===== config.mk =====
export PLATFORM = sky130hd
export DESIGN_NAME = stonyman_capture_seq_flat
export DESIGN_NICKNAME = d
export VERILOG_FILES = /design/src/rtl/stonyman_capture_seq_if.sv /design/src/rtl/stonyman_capture_seq.sv /design/src/flat_wrapper.sv
export SDC_FILE = /design/constraint.sdc
export NUM_CORES = 1
export LEC_CHECK = 0
export ABC_CLOCK_PERIOD_IN_PS = 3100
export CORE_MARGIN = 10
export CORE_UTILIZATION = 50
export CTS_CLUSTER_SIZE = 24
export DETAILED_ROUTE_END_ITERATION = 10
export GPL_ROUTABILITY_DRIVEN = 0
export HOLD_SLACK_MARGIN = 0.02
export PLACE_DENSITY_LB_ADDON = 0.25
export SLEW_MARGIN = 20
export SYNTH_ARGS = -nofsm -noshare
export SYNTH_HDL_FRONTEND = slang
export SYNTH_SLANG_ARGS = --single-unit

===== constraint.sdc =====
create_clock -name PCLK -period 3.1 [get_ports PCLK]
set_input_delay 0.62 -clock PCLK [delete_from_list [all_inputs] [get_ports PCLK]]
set_output_delay 0.62 -clock PCLK [all_outputs]
set_load 0.01 [all_outputs]

===== src/rtl/stonyman_capture_seq_if.sv =====
// Capture-sequencer bundle: register-block start/abort, sensor pins, SPI ADC
// handshake and pixel-FIFO write port.
interface stonyman_capture_seq_if #(
    parameter int unsigned ADC_W  = 10,
    parameter int unsigned FIFO_W = 16
);
    logic              start;
    logic              abort;
    logic              resv;
    logic              resp;
    logic              incv;
    logic              incp;
    logic              inphi;
    logic              adc_start;
    logic              adc_done;
    logic [ADC_W-1:0]  adc_data;
    logic              fifo_wren;
    logic [FIFO_W-1:0] fifo_wdata;
    logic              fifo_full;
    logic              busy;
    logic              done;
    logic              adc_err;

    modport master (
        input  start, abort, adc_done, adc_data, fifo_full,
        output resv, resp, incv, incp, inphi, adc_start,
               fifo_wren, fifo_wdata, busy, done, adc_err
    );

    modport slave (
        output start, abort, adc_done, adc_data, fifo_full,
        input  resv, resp, incv, incp, inphi, adc_start,
               fifo_wren, fifo_wdata, busy, done, adc_err
    );
endinterface


===== src/rtl/stonyman_capture_seq.sv =====
// Stonyman frame-capture sequencer: walks the pixel array with the sensor
// pointer pins, converts each pixel via the SPI ADC and writes it to the FIFO.
module stonyman_capture_seq #(
    parameter int unsigned ROWS        = 112,
    parameter int unsigned COLS        = 112,
    parameter int unsigned PULSE_CYC   = 4,
    parameter int unsigned SETTLE_CYC  = 10,
    parameter int unsigned ADC_W       = 10,
    parameter int unsigned FIFO_W      = 16,
    parameter int unsigned ADC_TIMEOUT = 255
) (
    input  logic                   PCLK,
    input  logic                   PRESETN,
    stonyman_capture_seq_if.master bus
);
    localparam int unsigned RW    = (ROWS > 1) ? $clog2(ROWS) : 1;
    localparam int unsigned CW    = (COLS > 1) ? $clog2(COLS) : 1;
    localparam int unsigned TMAX1 = (PULSE_CYC > SETTLE_CYC) ? PULSE_CYC : SETTLE_CYC;
    localparam int unsigned TMAX  = (TMAX1 > ADC_TIMEOUT) ? TMAX1 : ADC_TIMEOUT;
    localparam int unsigned TW    = $clog2(TMAX + 1);

    typedef enum logic [3:0] {
        S_IDLE, S_RESV, S_ROWRST, S_PHI, S_SETTLE, S_CONV,
        S_WAIT, S_WRITE, S_INCP, S_INCV, S_DONE
    } state_e;

    state_e            state_q, state_d;
    logic [TW-1:0]     timer_q, timer_d;
    logic [RW-1:0]     row_q, row_d;
    logic [CW-1:0]     col_q, col_d;
    logic [ADC_W-1:0]  sample_q, sample_d;
    logic              err_q, err_d;
    logic [4:0]        pins_q, pins_d;  // {resv, resp, incv, incp, inphi}
    logic              adc_start_q, adc_start_d;
    logic              wren_q, wren_d;
    logic [FIFO_W-1:0] wdata_q, wdata_d;
    logic              busy_q, busy_d;
    logic              done_q, done_d;
    logic              pulse_end, pulse_on, last_col, last_row;

    always_ff @(posedge PCLK or negedge PRESETN) begin
        if (!PRESETN) begin
            state_q     <= S_IDLE;
            timer_q     <= '0;
            row_q       <= '0;
            col_q       <= '0;
            sample_q    <= '0;
            err_q       <= 1'b0;
            pins_q      <= '0;
            adc_start_q <= 1'b0;
            wren_q      <= 1'b0;
            wdata_q     <= '0;
            busy_q      <= 1'b0;
            done_q      <= 1'b0;
        end else begin
            state_q     <= state_d;
            timer_q     <= timer_d;
            row_q       <= row_d;
            col_q       <= col_d;
            sample_q    <= sample_d;
            err_q       <= err_d;
            pins_q      <= pins_d;
            adc_start_q <= adc_start_d;
            wren_q      <= wren_d;
            wdata_q     <= wdata_d;
            busy_q      <= busy_d;
            done_q      <= done_d;
        end
    end

    // Pulse states hold their pin for PULSE_CYC clocks then spend one low
    // clock before leaving, so adjacent pulses never touch.
    always_comb begin
        state_d   = state_q;
        timer_d   = timer_q + TW'(1);
        row_d     = row_q;
        col_d     = col_q;
        sample_d  = sample_q;
        err_d     = err_q;
        wren_d    = 1'b0;
        wdata_d   = '0;
        pulse_end = (timer_q == TW'(PULSE_CYC));
        last_col  = (col_q == CW'(COLS - 1));
        last_row  = (row_q == RW'(ROWS - 1));

        unique case (state_q)
            S_IDLE: begin
                if (bus.start) begin
                    state_d = S_RESV;
                    err_d   = 1'b0;
                    row_d   = '0;
                    col_d   = '0;
                end
            end
            S_RESV:   if (pulse_end) state_d = S_ROWRST;
            S_ROWRST: begin
                col_d = '0;
                if (pulse_end) state_d = S_PHI;
            end
            S_PHI:    if (pulse_end) state_d = S_SETTLE;
            S_SETTLE: if (timer_q == TW'(SETTLE_CYC - 1)) state_d = S_CONV;
            S_CONV:   state_d = S_WAIT;
            S_WAIT: begin
                if (bus.adc_done) begin
                    sample_d = bus.adc_data;
                    state_d  = S_WRITE;
                end else if (timer_q == TW'(ADC_TIMEOUT - 1)) begin
                    sample_d = '0;
                    err_d    = 1'b1;
                    state_d  = S_WRITE;
                end
            end
            S_WRITE: begin
                if (!bus.fifo_full) begin
                    wren_d                = 1'b1;
                    wdata_d[ADC_W-1:0]    = sample_q;
                    wdata_d[FIFO_W-1]     = (row_q == '0) && (col_q == '0);
                    if (!last_col)      state_d = S_INCP;
                    else if (!last_row) state_d = S_INCV;
                    else                state_d = S_DONE;
                end
            end
            S_INCP: begin
                if (pulse_end) begin
                    col_d   = col_q + CW'(1);
                    state_d = S_PHI;
                end
            end
            S_INCV: begin
                if (pulse_end) begin
                    row_d   = row_q + RW'(1);
                    state_d = S_ROWRST;
                end
            end
            S_DONE:  state_d = S_IDLE;
            default: state_d = S_IDLE;
        endcase

        // Abort overrides everything this clock but keeps the error flag.
        if (bus.abort) begin
            state_d = S_IDLE;
            err_d   = err_q;
            row_d   = '0;
            col_d   = '0;
            wren_d  = 1'b0;
            wdata_d = '0;
        end

        if ((state_d != state_q) || (state_d == S_IDLE)) timer_d = '0;

        pulse_on    = (timer_d < TW'(PULSE_CYC));
        pins_d      = {(state_d == S_RESV)   && pulse_on,
                       (state_d == S_ROWRST) && pulse_on,
                       (state_d == S_INCV)   && pulse_on,
                       (state_d == S_INCP)   && pulse_on,
                       (state_d == S_PHI)    && pulse_on};
        adc_start_d = (state_d == S_CONV);
        busy_d      = (state_d != S_IDLE) && (state_d != S_DONE);
        done_d      = (state_d == S_DONE);
    end

    assign bus.resv       = pins_q[4];
    assign bus.resp       = pins_q[3];
    assign bus.incv       = pins_q[2];
    assign bus.incp       = pins_q[1];
    assign bus.inphi      = pins_q[0];
    assign bus.adc_start  = adc_start_q;
    assign bus.fifo_wren  = wren_q;
    assign bus.fifo_wdata = wdata_q;
    assign bus.busy       = busy_q;
    assign bus.done       = done_q;
    assign bus.adc_err    = err_q;
endmodule

===== src/flat_wrapper.sv =====
// flat-port wrapper written by rule: the top's interface ports become plain ports
module stonyman_capture_seq_flat 
#(
    parameter int unsigned ROWS        = 112,
    parameter int unsigned COLS        = 112,
    parameter int unsigned PULSE_CYC   = 4,
    parameter int unsigned SETTLE_CYC  = 10,
    parameter int unsigned ADC_W       = 10,
    parameter int unsigned FIFO_W      = 16,
    parameter int unsigned ADC_TIMEOUT = 255
)
  (PCLK, PRESETN, bus_start, bus_abort, bus_adc_done, bus_adc_data, bus_fifo_full, bus_resv, bus_resp, bus_incv, bus_incp, bus_inphi, bus_adc_start, bus_fifo_wren, bus_fifo_wdata, bus_busy, bus_done, bus_adc_err);
  stonyman_capture_seq_if #(.ADC_W(ADC_W), .FIFO_W(FIFO_W)) bus_i ();
  input  logic PCLK;
  input  logic PRESETN;
  input wire logic [$bits(bus_i.start)-1:0] bus_start;
  input wire logic [$bits(bus_i.abort)-1:0] bus_abort;
  input wire logic [$bits(bus_i.adc_done)-1:0] bus_adc_done;
  input wire logic [$bits(bus_i.adc_data)-1:0] bus_adc_data;
  input wire logic [$bits(bus_i.fifo_full)-1:0] bus_fifo_full;
  output wire logic [$bits(bus_i.resv)-1:0] bus_resv;
  output wire logic [$bits(bus_i.resp)-1:0] bus_resp;
  output wire logic [$bits(bus_i.incv)-1:0] bus_incv;
  output wire logic [$bits(bus_i.incp)-1:0] bus_incp;
  output wire logic [$bits(bus_i.inphi)-1:0] bus_inphi;
  output wire logic [$bits(bus_i.adc_start)-1:0] bus_adc_start;
  output wire logic [$bits(bus_i.fifo_wren)-1:0] bus_fifo_wren;
  output wire logic [$bits(bus_i.fifo_wdata)-1:0] bus_fifo_wdata;
  output wire logic [$bits(bus_i.busy)-1:0] bus_busy;
  output wire logic [$bits(bus_i.done)-1:0] bus_done;
  output wire logic [$bits(bus_i.adc_err)-1:0] bus_adc_err;
  assign bus_i.start = bus_start;
  assign bus_i.abort = bus_abort;
  assign bus_i.adc_done = bus_adc_done;
  assign bus_i.adc_data = bus_adc_data;
  assign bus_i.fifo_full = bus_fifo_full;
  assign bus_resv = bus_i.resv;
  assign bus_resp = bus_i.resp;
  assign bus_incv = bus_i.incv;
  assign bus_incp = bus_i.incp;
  assign bus_inphi = bus_i.inphi;
  assign bus_adc_start = bus_i.adc_start;
  assign bus_fifo_wren = bus_i.fifo_wren;
  assign bus_fifo_wdata = bus_i.fifo_wdata;
  assign bus_busy = bus_i.busy;
  assign bus_done = bus_i.done;
  assign bus_adc_err = bus_i.adc_err;
  stonyman_capture_seq #(.ROWS(ROWS), .COLS(COLS), .PULSE_CYC(PULSE_CYC), .SETTLE_CYC(SETTLE_CYC), .ADC_W(ADC_W), .FIFO_W(FIFO_W), .ADC_TIMEOUT(ADC_TIMEOUT)) u_core (.PCLK(PCLK), .PRESETN(PRESETN), .bus(bus_i));
endmodule

==> out/metrics.csv, run 1 <==
stage,metric,value,unit
detailed_routing,wirelength,6.55,mm
floorplanning,dieArea,9250,um^2
power_and_ir_drop,clkPwrFrac,0.469,
logic_synthesis,ys_ff_latch,57,
sta,holdWs,0.403,ns
logic_synthesis,yosys.area_share.adder,0.0345,
clock_network,clockBufferDepth,2,
detailed_routing,antenna_left,0,
clock_network,root_buffer,clkbuf_8,
logic_synthesis,synthArstFlopShare,1.00,
global_routing,antenna_found_initial,0,
cells_and_area,fillerInstances,486,
clock_network,cts_made_buffers,9,
global_routing,grt_pass1_wl,10.8,mm
clock_network,cts_setup_buffers,0,
logic_synthesis,yosys.area_share.simple,0.277,
clock_network,clock_sinks,57,
global_routing,grt_usage,0.150,
logic_synthesis,syn_inst,294,
global_routing,grt_pass1_vias,2219,
cells_and_area,syn2layout_area_growth,21.7,%
logic_synthesis,ys_seq_area_frac,0.492,
clock_network,clk_pin_slew,0.06,ns
worst_setup_path,critPathArrivalTime,2.83,ns
detailed_routing,viasPerCell,5.53,
logic_synthesis,yosys-top-cells-count,"57 x dfrtp_1, 36 x nor2_1, 18 x nand2_1",
sta,maxSlewHeadroom,0.363,
min_path,holdCritPathClass,in2async,
detailed_routing,wl_per_cell,15.9,um
detailed_routing,firstDrtPassIters,4,
logic_synthesis,synth-main-ff-cell,dfrtp_1,
power_and_ir_drop,p_sw,0.000348,W
sta,layout_min_cycle_time,2.62,ns
clock_network,ctsResizeCount,0,
clock_network,htree_levels,3,
worst_setup_path,required,3.31,ns
floorplanning,die_x,96.2,um
worst_setup_path,start_kind,input port,
placement,hpwl,4.73,mm
sta,fmax,0.382,GHz
logic_synthesis,yosys_warnings,0,
logic_synthesis,yosys-mux-area-fraction,0,
placement,place_area,3320,um^2
floorplanning,initial_utilization,0.520,
cells_and_area,antennaDiodeCount,0,
worst_setup_path,path_max_fanout,5,
logic_synthesis,yosysMostFrequentCell,dfrtp_1,
global_routing,grt_max_degree,58,
sta,rsz0062_at_grt,no,
sta,skew,0.00673,ns
floorplanning,num_io_pins,42,
logic_synthesis,syn_area_per_cell,9.86,um^2
logic_synthesis,synth_enable_flop_cells,0,
sta,hold_viol,0,
detailed_routing,vias,2271,
flow_run,cap_violations,0,
logic_synthesis,synth-xor-area-share,0.0362,
run_status,status,finished clean,
cells_and_area,drive_gt1_frac,0.118,
clock_network,insertion_delay,0.34,ns
power_and_ir_drop,cellPowerDensity,447,nW/um^2
logic_synthesis,yosys.area.top_type,dfrtp_1,
sta,maxSlewViolCount,0,
sta,setup_violations,0,
sta,worst_pin_slew,0.949,ns
power_and_ir_drop,p_leak,1.50,nW
cells_and_area,design_area,3530,um^2
sta,period_share,0.845,
power_and_ir_drop,intPower,0.00123,W
floorplanning,core,5570,um^2
global_routing,grt_overflow,0,
worst_setup_path,endpoint_kind,register,
detailed_routing,drtIter0Drc,161,
logic_synthesis,yosysUniqueCellTypes,51,
worst_setup_path,crit_type,in2reg,
placement,port_buffers,36,
floorplanning,die_y,96.2,um
logic_synthesis,synth_top_area_share,0.492,
clock_network,postCtsHoldBufs,0,
logic_synthesis,synth_compound_area_frac,0.116,
sta,finalSetupTns,0,ns
logic_synthesis,synthTopCellsByArea,"dfrtp_1 49%, nor2_1 4.7%, ha_1 3.5%",
clock_network,cts_tree,yes,
detailed_routing,drc,0,
cells_and_area,layout.nets,358,
power_and_ir_drop,ir_worst_vdd,412,uV
power_and_ir_drop,p_comb_frac,0.054,
logic_synthesis,synth_area,2900,um^2
power_and_ir_drop,swShare,0.221,
floorplanning,rows,27,
logic_synthesis,synth_top_family_by_area,simple AND/OR/NAND/NOR gates,
power_and_ir_drop,seq_power_share,0.476,
==> final timing paths <==
kind	from	to	slack, ns	cells after the start
max	bus_fifo_full	u_core.pins_q[3]	0.48	8
min	PRESETN	u_core.row_q[0]	0.40	2
max reg2reg	u_core.row_q[0]	u_core.pins_q[3]	0.58	8
min reg2reg	u_core.sample_q[8]	u_core.bus.fifo_wdata[8]	0.48	1
max in group asynchronous	PRESETN	u_core.timer_q[5]	2.21	2
min in group PCLK	u_core.sample_q[8]	u_core.bus.fifo_wdata[8]	0.48	1
==> power by group through the flow <==
stage / Sequential [W] / Clock [W] / Combinational (W)
floorplan: 0.000765 / 0 / 0.0000420
global placement: 0.000765 / 0 / 0.0000850
detailed placement: 0.000766 / 0 / 0.0000866
CTS: 0.000752 / 0.000759 / 0.0000870
global route: 0.000752 / 0.000790 / 0.0000961
finish: 0.000752 / 0.000741 / 0.0000859
==> per-stage QoR <==
step           worst slack (ns)  total power, W  utilization  instances
2_1_floorplan             0.869        0.000807            -        298
3_3_place_gp              0.300        0.000850        0.596        395
3_5_place_dp              0.209        0.000852        0.596        395
4_1_cts                   0.498         0.00160        0.633        411
5_1_grt                   0.312         0.00164        0.633        411
6_report                  0.482         0.00158        0.633        411
==> worst max-delay path, cell delays in order <==
cell and delay (ns):
clkdlybuf4s50_1 0.58, and3b_1 0.24, nor3_1 0.26, a221oi_2 0.10, and3_1 0.24, nor4_1 0.44, o21ba_2 0.29, nor3_1 0.07
==> routing by layer <==
| layer | up-vias | wire [um] | GRT usage |
|---|---|---|---|
| met5 | - | 0 | 0 |
| met4 | 0 | 134 | 0.0774 |
| met3 | 13 | 387 | 0.0467 |
| met2 | 51 | 3270 | 0.234 |
| met1 | 1104 | 2760 | 0.183 |
| li1 | 1103 | - | - |
==> layout make-up <==
type	instances	area (um^2)	area share
multi-input combinational	214	1370	0.387
tap	72	90.1	0.0255
clock buffer	10	128	0.0362
sequential	57	1430	0.404
timing repair buffer	42	400	0.113
clock inverter	6	82.6	0.0234
inverter	10	37.5	0.0106
==> placed cells by master (no fill, tap or decap), drive strengths merged, types with 5 or more instances in the layout <==
master	instances
dfrtp	57
nor2	37
clkdlybuf4s50	35
nand2	19
o21ai	14
nor3	13
and2	13
inv	10
nand3	10
a21oi	10
a22o	10
clkbuf	10
nand2b	8
ha	8
buf	7
nor4	7
xor2	6
xnor2	6
nand4	5
o31ai	5
conb	5
==> state kept, by name, indices dropped and copies added, names as in the netlist <==
register               flops
u_core.bus.fifo_wren       1
u_core.bus.adc_err         1
u_core.timer_q             8
u_core.state_q             4
u_core.bus.fifo_wdata     11
u_core.row_q               7
u_core.bus.adc_start       1
u_core.pins_q              5
u_core.sample_q           10
u_core.bus.busy            1
u_core.bus.done            1
u_core.col_q               7
==> kinds of logic after synthesis <==
| logic type | after synthesis |
|---|---|
| other | 1 |
| adder cells (fa/ha/maj) | 8 |
| AO/OA/AOI/OAI | 48 |
| AND/OR/NAND/NOR | 141 |
| buffers and inverters | 27 |
| flip-flops | 57 |
| XOR/XNOR | 12 |
(Power assumes the default switching activity.)
==> run 2, diff against run 1 <==
Settings changed: ABC_CLOCK_PERIOD_IN_PS 3100 to 2300, CORE_UTILIZATION 50 to 49.
Clock period 3.1 ns to 2.3 ns, I/O delays scaled along.
==> out/metrics.csv, run 2 (same netlist as run 1, synthesis figures left out) <==
stage,metric,value,unit,change
placement,port_buffers,36,,unchanged
sta,worst_pin_slew,0.560,ns,-0.389 ns
worst_setup_path,r2r_cells,7,,-1
flow_run,cap_violations,0,,unchanged
sta,skew,0.00606,ns,-0.000662 ns
floorplanning,core,5610,um^2,+0.61%
floorplanning,die_y,96.9,um,+0.81%
worst_setup_path,crit_type,reg2reg,,
worst_setup_path,ff2ff_setup_slack,-0.08,ns,-0.66 ns
cells_and_area,antennaDiodeCount,0,,unchanged
power_and_ir_drop,cellPowerDensity,555,nW/um^2,+24%
clock_network,root_buffer,clkbuf_8,,
worst_setup_path,required,2.51,ns,-0.80 ns
cells_and_area,drive_gt1_frac,0.246,,+0.128
global_routing,grt_overflow,0,,unchanged
sta,holdWs,0.105,ns,-0.298 ns
worst_setup_path,path_max_fanout,5,,unchanged
worst_setup_path,r2r-end,u_core.pins_q[4],,
detailed_routing,wirelength,6.94,mm,+6.0%
detailed_routing,antenna_left,0,,unchanged
sta,worst_slack,-0.0832,ns,-0.565 ns
global_routing,grt_usage,0.151,,+0.00114
clock_network,htree_levels,3,,unchanged
floorplanning,dieArea,9400,um^2,+1.6%
clock_network,cts_tree,yes,,
floorplanning,rows,27,,unchanged
detailed_routing,drc,0,,unchanged
cells_and_area,syn2layout_area_growth,36.9,%,
worst_setup_path,reg2reg_from,u_core.timer_q[5],,
cells_and_area,stdcell_count,454,,+10%
sta,maxSlewViolCount,0,,unchanged
placement,pre_cts_ws,-0.346,ns,-0.554 ns
global_routing,grt_pass1_vias,2458,,+11%
detailed_routing,drtIter0Drc,159,,-1.2%
detailed_routing,viasPerCell,5.31,,-4.0%
cells_and_area,final_cell_mix,"55 x dfrtp_1, 47 x buf_4, 35 x clkdlybuf4s50_1",,
clock_network,clk_pin_slew,0.07,ns,about the same
sta,rsz0062_at_grt,yes,,
power_and_ir_drop,finalPower,0.00221,W,+40%
cells_and_area,design_area,3970,um^2,+13%
global_routing,grt_max_degree,36,,-38%
detailed_routing,wl_per_cell,15.3,um,-4.0%
sta,layout_min_cycle_time,2.38,ns,
clock_network,insertion_delay,0.34,ns,about the same
clock_network,cts_made_buffers,9,,unchanged
sta,period_share,1.04,,
cells_and_area,layout_commonest_cell,dfrtp_1,,
sta,setup_violations,5,,+5
sta,maxSlewHeadroom,0.627,,+0.264
placement,place_inst,433,,+9.6%
placement,hpwl,4.97,mm,+5.1%
power_and_ir_drop,p_leak,1.74,nW,+16%
clock_network,clockBufferDepth,2,,unchanged
sta,fmax,0.420,GHz,
min_path,holdCritPathClass,in2async,,
detailed_routing,firstDrtPassIters,4,,unchanged
cells_and_area,layout.nets,401,,+12%
worst_setup_path,endpoint_kind,register,,
clock_network,clock_sinks,57,,unchanged
power_and_ir_drop,ir_worst_vdd,403,uV,-2.0%
placement,place_area,3620,um^2,+9.0%
run_status,status,"complete, but fails checks",,
sta,hold_viol,0,,unchanged
global_routing,antenna_found_initial,0,,unchanged
floorplanning,initial_utilization,0.517,,-0.00313
cells_and_area,largest_register_ffs,11,,unchanged
worst_setup_path,start_kind,register,,
worst_setup_path,critPathArrivalTime,2.59,ns,-0.24 ns
global_routing,grt_pass1_wl,11.8,mm,+9.3%
floorplanning,num_io_pins,42,,unchanged
floorplanning,die_x,96.9,um,+0.81%
run_status,violations,setup timing,,
detailed_routing,vias,2409,,+6.1%
-- run 2: cell count changes in the layout (fill, tap and decap cells not counted), sizes merged --
cell | before | now
buf | 7 | 50
clkbuf | 10 | 11
clkinvlp | 1 | 0
-- run 2: metrics by stage --
stage                     utilization  setup TNS (ns)
final                           0.708          -0.357
after detailed placement        0.645           -4.93
after CTS                       0.694         -0.0233
after global routing            0.708           -1.25
after global placement          0.645           -4.11
after floorplan                     -               0
-- run 2: timing repair --
item                                    4_1_cts  5_1_grt
pin swaps                                     6       11
hold buffers                                  0        0
resized for setup                             9        9
buffers inserted                              4        2
endpoints found under the setup margin       13       14
-- run 2: worst max-delay path by stage --
stage	start	end	slack, ns	cells past startpoint
floorplan	u_core.timer_q[5]	u_core.pins_q[0]	0.07	7
global placement	bus_start	u_core.pins_q[0]	-0.31	8
detailed placement	bus_start	u_core.pins_q[4]	-0.35	8
CTS	u_core.col_q[0]	u_core.pins_q[4]	-0.02	9
global route	u_core.state_q[2]	u_core.pins_q[4]	-0.17	7
finish	u_core.timer_q[5]	u_core.pins_q[4]	-0.08	7
-- run 2: layout make-up --
class	instances	area [um^2]
multi-input cells	214	1460
inverters	10	37.5
repair buffers	85	739
flip-flops and latches	57	1430
clock inverters	5	78.8
clock buffers	11	141
fillers	433	1640
well taps	72	90.1
-- run 2: where the power goes --
group	internal [W]	total (W)	switching (W)
logic	0.0000717	0.000149	0.0000776
registers	0.00101	0.00101	0.00000544
clock network	0.000638	0.00104	0.000406
-- run 2: critical path, cell delays in order (launching register included) --
cell	delay, ns
dfrtp_1	0.40
or4_4	0.59
nor4_4	0.30
a211oi_2	0.07
and4_4	0.22
nor4b_4	0.37
o21ba_4	0.24
nor3_1	0.06
-- run 2: layer usage --
metal | global-route usage | routed length, um | vias to the layer above
met5 | 0 | 0 | -
li1 | - | - | 1186
met2 | 0.249 | 3510 | 57
met4 | 0.0598 | 70 | 0
met1 | 0.174 | 3050 | 1160
met3 | 0.0554 | 309 | 6
==> run 3, diff against run 2 <==
Settings changed: CELL_PAD_IN_SITES_DETAIL_PLACEMENT from default to 1, CELL_PAD_IN_SITES_GLOBAL_PLACEMENT from default to 1, CORE_UTILIZATION 49 to 38, REMOVE_ABC_BUFFERS from default to 1.
==> out/metrics.csv, run 3 (same netlist as run 1, synthesis figures left out) <==
stage,metric,value,unit,change
sta,skew,0.00935,ns,+0.00329 ns
flow_run,cap_violations,0,,unchanged
cells_and_area,largest_register_ffs,11,,unchanged
clock_network,clk_pin_slew,0.07,ns,about the same
sta,period_share,1.02,,-0.0176
clock_network,root_buffer,clkbuf_8,,
clock_network,clock_sinks,57,,unchanged
floorplanning,die_x,107,um,+11%
clock_network,insertion_delay,0.35,ns,about the same
floorplanning,dieArea,11500,um^2,+23%
sta,rsz0062_at_grt,yes,,
detailed_routing,firstDrtPassIters,5,,+1
cells_and_area,antennaDiodeCount,0,,unchanged
detailed_routing,antenna_left,0,,unchanged
worst_setup_path,endpoint_kind,register,,
sta,fmax,0.427,GHz,+1.7%
placement,port_buffers,36,,unchanged
cells_and_area,syn2layout_area_growth,41.8,%,
sta,setup_violations,7,,+2
sta,layout_min_cycle_time,2.34,ns,-0.0406 ns
floorplanning,rows,31,,+15%
worst_setup_path,crit_type,reg2reg,,
detailed_routing,drtIter0Drc,51,,-68%
sta,worst_slack,-0.0426,ns,+0.0406 ns
min_path,holdCritPathClass,in2async,,
clock_network,postCtsHoldBufs,0,,unchanged
power_and_ir_drop,p_leak,1.79,nW,+2.6%
cells_and_area,final_cell_mix,"57 x buf_4, 54 x dfrtp_1, 35 x clkdlybuf4s50_1",,
detailed_routing,vias,2572,,+6.8%
cells_and_area,layout_commonest_cell,buf_4,,
worst_setup_path,required,2.51,ns,about the same
sta,maxSlewHeadroom,0.592,,-0.0348
clock_network,clockBufferDepth,2,,unchanged
worst_setup_path,start_kind,register,,
run_status,violations,setup timing,,
placement,pre_cts_ws,-0.369,ns,-0.0232 ns
sta,hold_viol,0,,unchanged
global_routing,grt_pass1_vias,2978,,+21%
cells_and_area,final_util,0.561,,-0.147
global_routing,grt_pass1_wl,14.9,mm,+26%
global_routing,antenna_found_initial,0,,unchanged
power_and_ir_drop,cellPowerDensity,548,nW/um^2,-1.3%
global_routing,grt_usage,0.162,,+0.0106
clock_network,cts_tree,yes,,
sta,maxSlewViolCount,0,,unchanged
detailed_routing,wirelength,9.30,mm,+34%
worst_setup_path,critPathArrivalTime,2.55,ns,-0.04 ns
detailed_routing,drc,0,,unchanged
detailed_routing,viasPerCell,5.26,,-0.88%
worst_setup_path,path_max_fanout,5,,unchanged
clock_network,htree_levels,3,,unchanged
floorplanning,initial_utilization,0.396,,-0.122
global_routing,grt_max_degree,27,,-25%
sta,worst_pin_slew,0.612,ns,+0.0522 ns
clock_network,cts_made_buffers,9,,unchanged
floorplanning,die_y,107,um,+11%
floorplanning,num_io_pins,42,,unchanged
detailed_routing,wl_per_cell,19.0,um,+24%
placement,hpwl,6.27,mm,+26%
global_routing,grt_overflow,0,,unchanged
power_and_ir_drop,ir_worst_vdd,336,uV,-17%
cells_and_area,drive_gt1_frac,0.292,,+0.0462
floorplanning,core,7330,um^2,+31%
run_status,status,"complete, but fails checks",,
cells_and_area,layout.nets,409,,+2.0%
-- run 3: path summary, 6_finish.rpt --
path | from | to | slack, ns | depth (start not counted)
setup / recovery | u_core.col_q[1] | u_core.pins_q[3] | -0.04 | 9
hold / removal | PRESETN | u_core.col_q[2] | 0.13 | 1
setup reg to reg | u_core.col_q[1] | u_core.pins_q[3] | -0.04 | 9
hold reg to reg | u_core.sample_q[9] | u_core.bus.fifo_wdata[9] | 0.49 | 1
max in group asynchronous | PRESETN | u_core.state_q[0] | 1.50 | 2
min in group PCLK | u_core.sample_q[9] | u_core.bus.fifo_wdata[9] | 0.49 | 1
-- run 3: worst max-delay path: stages (launching register included) --
cell and delay, ns:
dfrtp_1 0.41, ha_2 0.23, nand4b_1 0.17, nor4_4 0.29
a221oi_4 0.14, and3_4 0.20, buf_4 0.14, nor4b_4 0.32
o21ba_4 0.24, nor3_1 0.07
-- run 3: power breakdown --
group	total [W]	leakage, nW	switching, W	internal [W]
clock network	0.00107	0.113	0.000434	0.000638
registers	0.00101	0.788	0.00000516	0.00101
logic	0.000169	0.888	0.0000897	0.0000792
-- run 3: stage by stage --
stage	cell area (um^2)	hold WS, ns	instances	total power [W]	setup TNS, ns
floorplan	2830	0.164	281	0.00108	-2.35
global placement	3680	0.461	465	0.00118	-4.64
detailed placement	3680	0.471	465	0.00118	-5.36
CTS	4060	0.150	488	0.00226	-0.0496
global route	4110	0.166	489	0.00234	-1.90
finish	4110	0.125	489	0.00225	-0.150
-- run 3: cell type report --
type | instances | area [um^2]
fill | 819 | 3220
multi-input combinational | 214 | 1520
sequential | 57 | 1430
timing repair buffer | 93 | 783
clock buffer | 11 | 141
tap | 99 | 124
clock inverter | 5 | 78.8
inverter | 10 | 37.5
-- run 3: per-layer routing --
layer | vias to the layer above | track usage | part of all wire
li1 | 1204 | - | -
met1 | 1302 | 0.171 | 0.38
met2 | 49 | 0.296 | 0.56
met3 | 17 | 0.0461 | 0.040
met4 | 0 | 0.0630 | 0.021
met5 | - | 0 | 0
-- run 3: timing repair --
action | in CTS | in global routing
resized for setup | 22 | 12
endpoints found under the setup margin | 13 | 16
buffers inserted | 9 | 1
pin swaps | 15 | 1
